$ cat config.mk
export PLATFORM = sky130hd
export DESIGN_NAME = rx_frame_sanitizer_flat
export DESIGN_NICKNAME = d
export VERILOG_FILES = /design/src/rtl/rx_frame_sanitizer_if.sv /design/src/rtl/rx_frame_sanitizer.sv /design/src/flat_wrapper.sv
export SDC_FILE = /design/constraint.sdc
export NUM_CORES = 1
export LEC_CHECK = 0
export ABC_CLOCK_PERIOD_IN_PS = 11400
export CORE_ASPECT_RATIO = 0.5
export CORE_MARGIN = 2
export CORE_UTILIZATION = 43
export CTS_BUF_LIST = sky130_fd_sc_hd__clkbuf_8
export CTS_CLUSTER_SIZE = 8
export DETAILED_ROUTE_END_ITERATION = 16
export PLACE_DENSITY = 0.78
export SYNTH_ARGS = -nofsm -noshare
export SYNTH_HDL_FRONTEND = slang
export SYNTH_SLANG_ARGS = --single-unit
$ cat constraint.sdc
create_clock -name sys_clk -period 11.4 [get_ports sys_clk]
set_input_delay 3.42 -clock sys_clk [delete_from_list [all_inputs] [get_ports sys_clk]]
set_output_delay 3.42 -clock sys_clk [all_outputs]
set_load 0.03 [all_outputs]
$ cat src/rtl/rx_frame_sanitizer_if.sv
// Avalon-ST beat bundle. There is no ready signal because the source cannot be stalled.
interface avln_st;
  logic [31:0] data;
  logic        sop;
  logic        eop;
  logic [1:0]  empty;
  logic        valid;

  modport master (output data, sop, eop, empty, valid);
  modport slave  (input  data, sop, eop, empty, valid);
endinterface

$ cat src/rtl/rx_frame_sanitizer.sv
// rx_frame_sanitizer: repairs a raw Avalon-ST receive stream so that every
// packet starts with sop, ends with exactly one eop and holds at most
// MAX_BEATS beats. The most recent beat of an open packet is held back in a
// one-entry register H. This lets a missing eop be forced onto it when a new
// sop arrives, when the packet runs too long, or when the source goes quiet.
module rx_frame_sanitizer #(
  parameter int MAX_BEATS = 384,
  parameter int TIMEOUT   = 64
) (
  input  logic        sys_clk,
  input  logic        reset_n,
  avln_st.slave       in,
  avln_st.master      out,
  output logic [15:0] pkt_count,
  output logic [15:0] err_count
);
  localparam int BW = $clog2(MAX_BEATS + 1);
  localparam int IW = $clog2(TIMEOUT + 1);
  localparam logic [BW-1:0] MAX_CNT   = BW'(MAX_BEATS);
  localparam logic [IW-1:0] IDLE_LAST = IW'(TIMEOUT - 1);

  typedef enum logic [1:0] {S_IDLE, S_OPEN, S_DISCARD} state_t;

  typedef struct packed {
    logic [31:0] data;
    logic        sop;
    logic        eop;    // in H this also marks the beat as final
    logic [1:0]  empty;
  } beat_t;

  state_t        state, state_nx;
  beat_t         hold, hold_nx, in_beat, emit_beat;
  logic          hold_vld, hold_vld_nx;
  logic [BW-1:0] beat_cnt, beat_cnt_nx, load_cnt;
  logic [IW-1:0] idle_cnt, idle_cnt_nx;
  logic          emit, load;
  logic [1:0]    err_inc;
  logic [16:0]   err_sum;

  assign in_beat = {in.data, in.sop, in.eop, in.empty};
  assign err_sum = {1'b0, err_count} + 17'(err_inc);

  // State register.
  always_ff @(posedge sys_clk or negedge reset_n) begin
    if (!reset_n) state <= S_IDLE;
    else          state <= state_nx;
  end

  // Next state, what leaves H this edge, what gets loaded into H, and error count.
  always_comb begin
    state_nx    = state;
    hold_nx     = hold;
    hold_vld_nx = hold_vld;
    beat_cnt_nx = beat_cnt;
    idle_cnt_nx = idle_cnt;
    emit        = 1'b0;
    emit_beat   = hold;
    err_inc     = 2'd0;
    load        = 1'b0;
    load_cnt    = beat_cnt;

    // A final beat always leaves on the edge after it was loaded. This
    // happens whatever the input does on that edge.
    if (hold_vld && hold.eop) begin
      emit        = 1'b1;
      hold_vld_nx = 1'b0;
    end

    case (state)
      S_IDLE, S_DISCARD: begin
        if (in.valid) begin
          if (in.sop) begin
            load     = 1'b1;
            load_cnt = BW'(1);
          end else if (state == S_IDLE) begin
            err_inc = 2'd1;                 // orphan beat, dropped
          end else if (in.eop) begin
            state_nx = S_IDLE;              // end of the truncated tail
          end
        end
      end
      S_OPEN: begin
        if (in.valid) begin
          emit = 1'b1;
          load = 1'b1;
          if (in.sop) begin
            // The previous packet never closed, so close it here.
            emit_beat.eop   = 1'b1;
            emit_beat.empty = 2'd0;
            err_inc         = 2'd1;
            load_cnt        = BW'(1);
          end else begin
            load_cnt = beat_cnt + BW'(1);
          end
        end else if (idle_cnt == IDLE_LAST) begin
          emit          = 1'b1;
          emit_beat.eop = 1'b1;
          err_inc       = 2'd1;
          hold_vld_nx   = 1'b0;
          idle_cnt_nx   = '0;
          state_nx      = S_IDLE;
        end else begin
          idle_cnt_nx = idle_cnt + IW'(1);
        end
      end
      default: state_nx = S_IDLE;
    endcase

    // Any sop beat is handled the same way here, whichever state it arrives in.
    if (load) begin
      hold_nx     = in_beat;
      hold_vld_nx = 1'b1;
      beat_cnt_nx = load_cnt;
      idle_cnt_nx = '0;
      if (in.eop) begin
        state_nx = S_IDLE;
      end else if (load_cnt == MAX_CNT) begin
        hold_nx.eop   = 1'b1;
        hold_nx.empty = 2'd0;
        err_inc       = err_inc + 2'd1;
        state_nx      = S_DISCARD;
      end else begin
        state_nx = S_OPEN;
      end
    end
  end

  // Hold register, counters and the registered output beat.
  always_ff @(posedge sys_clk or negedge reset_n) begin
    if (!reset_n) begin
      hold      <= '0;
      hold_vld  <= 1'b0;
      beat_cnt  <= '0;
      idle_cnt  <= '0;
      out.data  <= '0;
      out.sop   <= 1'b0;
      out.eop   <= 1'b0;
      out.empty <= '0;
      out.valid <= 1'b0;
      pkt_count <= '0;
      err_count <= '0;
    end else begin
      hold      <= hold_nx;
      hold_vld  <= hold_vld_nx;
      beat_cnt  <= beat_cnt_nx;
      idle_cnt  <= idle_cnt_nx;
      out.valid <= emit;
      if (emit) begin
        out.data  <= emit_beat.data;
        out.sop   <= emit_beat.sop;
        out.eop   <= emit_beat.eop;
        out.empty <= emit_beat.empty;
      end
      if (emit && emit_beat.eop && pkt_count != 16'hFFFF)
        pkt_count <= pkt_count + 16'd1;
      err_count <= err_sum[16] ? 16'hFFFF : err_sum[15:0];
    end
  end

endmodule
$ cat src/flat_wrapper.sv
// flat-port wrapper written by rule: the top's interface ports become plain ports
module rx_frame_sanitizer_flat 
#(
  parameter int MAX_BEATS = 384,
  parameter int TIMEOUT   = 64
)
  (sys_clk, reset_n, pkt_count, err_count, in_data, in_sop, in_eop, in_empty, in_valid, out_data, out_sop, out_eop, out_empty, out_valid);
  avln_st in_i ();
  avln_st out_i ();
  input  logic sys_clk;
  input  logic reset_n;
  output logic [15:0] pkt_count;
  output logic [15:0] err_count;
  input wire logic [$bits(in_i.data)-1:0] in_data;
  input wire logic [$bits(in_i.sop)-1:0] in_sop;
  input wire logic [$bits(in_i.eop)-1:0] in_eop;
  input wire logic [$bits(in_i.empty)-1:0] in_empty;
  input wire logic [$bits(in_i.valid)-1:0] in_valid;
  output wire logic [$bits(out_i.data)-1:0] out_data;
  output wire logic [$bits(out_i.sop)-1:0] out_sop;
  output wire logic [$bits(out_i.eop)-1:0] out_eop;
  output wire logic [$bits(out_i.empty)-1:0] out_empty;
  output wire logic [$bits(out_i.valid)-1:0] out_valid;
  assign in_i.data = in_data;
  assign in_i.sop = in_sop;
  assign in_i.eop = in_eop;
  assign in_i.empty = in_empty;
  assign in_i.valid = in_valid;
  assign out_data = out_i.data;
  assign out_sop = out_i.sop;
  assign out_eop = out_i.eop;
  assign out_empty = out_i.empty;
  assign out_valid = out_i.valid;
  rx_frame_sanitizer #(.MAX_BEATS(MAX_BEATS), .TIMEOUT(TIMEOUT)) u_core (.sys_clk(sys_clk), .reset_n(reset_n), .in(in_i), .out(out_i), .pkt_count(pkt_count), .err_count(err_count));
endmodule
==> results.md <==
- CTS Hold Bufs: 0
- Slew Limit Fails: 0
- Largest stage delay, worst path: 0.92 ns
- Placed cell area: 0.006678 mm^2
- Synth unique cells: 61
- 1st-iter DRT viols: 256
- Setup TNS: 0 ns
- R2R cell count: 17
- CTS sink cnt: 124
- Synth Warn #: 0
- Asr flop ratio synth: 100.0%
- Die area: 0.01366 mm^2
- Total track usage: around 19%
- Die width: between 150 and 200 um
- Final HPWL DP: 8.070 mm
- Share of cells above drive strength 1: 14.02%
- Top cell type's share of synthesized area: 56.89%
- Layout area overhead: 29.96%
- Worst path cell trace: clkdlybuf4s50_1, nand4_2, o41ai_1, a21oi_1, or4_4, or2_4, inv_2, ha_1, mux2_2, ha_1, inv_1, fa_1, and3b_1, nand3_1, nor3_1, and3_1, nand3_1, nand2_1
- FF-to-FF End: u_core.err_count[13]$_DFF_PN0_
- Min-delay src: u_core.emit_beat[7]$_DFFE_PN0P_
- Leading area contributor after synthesis: dfrtp_1
- Layout Nets: 668
- Status: finished, final reports clean
- Fillers: about 1100
- First-pass GRT wire length: 20.31 mm
- Comb pwr share: 34.5%
- CP max-delay cell: clkdlybuf4s50_1
- DRC viols: 0
- Initial antenna violation count: 0
- Count leader, synth: nand2_1
- CP required: 11.73 ns
- WL met3: 492 um
- Leak Pwr: 3.221 nW
- Placed Cells: 773
- FF/Latch Area: 0.003103 mm^2
- Design Power: 1.565 mW
- Post-DRT Antenna Nets: 0
- Total length of routed wires: between 10 and 15 mm
- Psw: 0.5446 mW
- Arrival @ worst endpoint: 8.55 ns
- Avg Vias per Cell: between 5 and 6
- Routability cong.: 0.8595
- Placeable Area: 0.01252 mm^2
- Clk slew on worst S/H paths: 0.06 ns
- Clock Tree Root: clkbuf_8
- Post-Route M1 WL: 5.393 mm
- Post-route design area: between 0.007 and 0.008 mm^2
- Flop pwr share: between 40% and 50%
- Switching share of power: 34.80%
- Cells after Synth: approximately 510
- Vias in the first global route: 4157
- FP Rows: 29
- CP Max Fanout: 18
- CTS H-tree lvls: 4
- Type of the worst setup path: input port to register
- Commonest cells post-synth: nand2_1, dfrtp_1, mux2_2, nand3_1, inv_1
- 1st-pass router iterations: 4
- Critical Path Source Type: input port
- Met2 WL: 5.918 mm
- Highest metal used: met4
- Min Tclk post-route: approximately 8 ns
- Top cells by area, synth: dfrtp_1, nand2_1, mux2_2, xnor2_1, nand3_1
- ANT cells: 0
- Final Core Density: 56.62%
- Largest net degree at the start of global routing: 68
- Final setup fails: 0
- Setup Buffers After CTS: 0
- Mapped Nets: about 560
- Hold EP: u_core.emit_beat[7]$_DFFE_PN0P_
- F_max: 0.1217 GHz
- Mapped Area: roughly 0.0055 mm^2
- P_int: 1.020 mW
- P per Cell Area: 220.8 mW/mm^2
- Yosys reg bits: 124
- R2r setup slk: about 6.5 ns
- Port Buffers: 107
- Multi-input gate area: roughly 0.0022 mm^2
- Tcrit/Tclk final: 72.08%
- Synth Flop Type: dfrtp_1
- Hold WC Path Type: register to register
- Die Ht: roughly 84 um
- WP buf/inv: 3
- Later-pin clock latency in the skew report: about 0.42 ns
- # resized after CTS: 0
- Top Ports: 108
- Endpoint type of the worst setup path: register
- CTS tree: built
- Worst slew pin tran: a little under 1 ns
- Syn Area/Cell: 10.63 um^2
- Vias: roughly 4100
- Rel. slew slack: 34.44%
- Peak VDD IR: ~110 uV
- Reg-to-Reg Start: u_core.state[0]$_DFFE_PN0P_
- RSZ-0062 raised after global routing: no
- Top delay family on crit path: simple AND/OR/NAND/NOR gates
- Post-synth EDFFs: 0
- CTS buffer count: 17
- Power share of the clock group: 25.2%
- Global route total overflow: 0
- Final Skew: 0.01205 ns
- Final hold violation count: 0
- Initial core utilization: 43.57%
- Max-capacitance violation count: 0
- Number of non-filler instances in the completed layout: 805
- Sequential area share after synthesis: 56.89%
- Longest Clk Path Bufs: 2
- Hold path depth: 2
- Post-DR wirelength/cell: 14.85 um
power groups by stage:
stage | logic [mW] | registers [mW] | clock network [mW]
floorplan | 0.158 | 0.786 | 0
global placement | 0.535 | 0.634 | 0
detailed placement | 0.545 | 0.641 | 0
CTS | 0.546 | 0.633 | 0.404
global route | 0.575 | 0.649 | 0.426
finish | 0.539 | 0.632 | 0.394
layout by cell type, fill, tap and decap left out, types with 3 or more instances in the layout:
cell type,instances
a21oi_1,12
and3_1,5
buf_4,3
bufinv_16,3
clkbuf_8,19
clkdlybuf4s50_1,106
clkinv_2,6
dfrtp_1,124
ha_1,6
inv_1,18
inv_2,3
mux2_2,36
nand2_1,136
nand2b_1,4
nand3_1,20
nand4_1,9
nor2_1,12
nor2b_1,4
nor3_1,8
o21ai_0,15
o31ai_1,4
or4_1,3
xnor2_1,16
xor2_1,10
flip-flops by register name, summed over array words and instances, names as in the netlist:
signal,flops
u_core.beat_cnt,9
u_core.pkt_count,16
u_core.hold,3
u_core.out.valid,1
u_core.emit_beat,33
u_core.idle_cnt,7
u_core.err_count,16
u_core.out.eop,1
u_core.out.data,32
u_core.hold_vld,1
u_core.out.sop,1
u_core.state,2
u_core.out.empty,2
logic make-up after synthesis:
family,synth area share [%]
AND/OR/NAND/NOR,18.65
flip-flops,56.89
AO/OA/AOI/OAI,8.144
buffers and inverters,2.959
multiplexers,7.433
XOR/XNOR,4.175
adder cells (fa/ha/maj),1.743
metal layers:
layer | track usage, % | vias up
li1 | - | 1974
met1 | 24.19 | 2000
met2 | 30.72 | 96
met3 | 3.775 | 17
met4 | 7.160 | 0
met5 | 0 | -
tightest hold or removal path: stages (launching register included):
cell,delay [ns]
dfrtp_1,0.34
nand2_1,0.05
nand2_1,0.05
layout make-up:
class                      instances  area share, %
inverter                          20          1.059
sequential                       124          43.78
clock buffer                      19          3.689
tap                              170          3.001
timing repair buffer             109          15.29
multi-input combinational        350          31.09
clock inverter                    13          2.101
worst max-delay path by stage:
| stage | cells after the start | from | slack [ns] | to |
|---|---|---|---|---|
| finish | 18 | in_valid | 3.18 | u_core.err_count[13]$_DFF_PN0_ |
| global route | 18 | in_valid | 2.84 | u_core.err_count[6]$_DFF_PN0_ |
| global placement | 18 | in_valid | 2.97 | u_core.err_count[0]$_DFF_PN0_ |
| CTS | 18 | in_valid | 3.22 | u_core.err_count[13]$_DFF_PN0_ |
| floorplan | 19 | in_valid | 4.14 | u_core.err_count[10]$_DFF_PN0_ |
| detailed placement | 18 | in_valid | 2.78 | u_core.err_count[13]$_DFF_PN0_ |
metrics by stage:
stage	worst slack (ns)	hold WS, ns
floorplan	4.140	0.4401
global placement	2.968	0.4510
detailed placement	2.779	0.4570
CTS	3.218	0.4753
global route	2.840	0.4954
finish	3.183	0.4652
No activity file was read; power rests on OpenSTA's default activity.
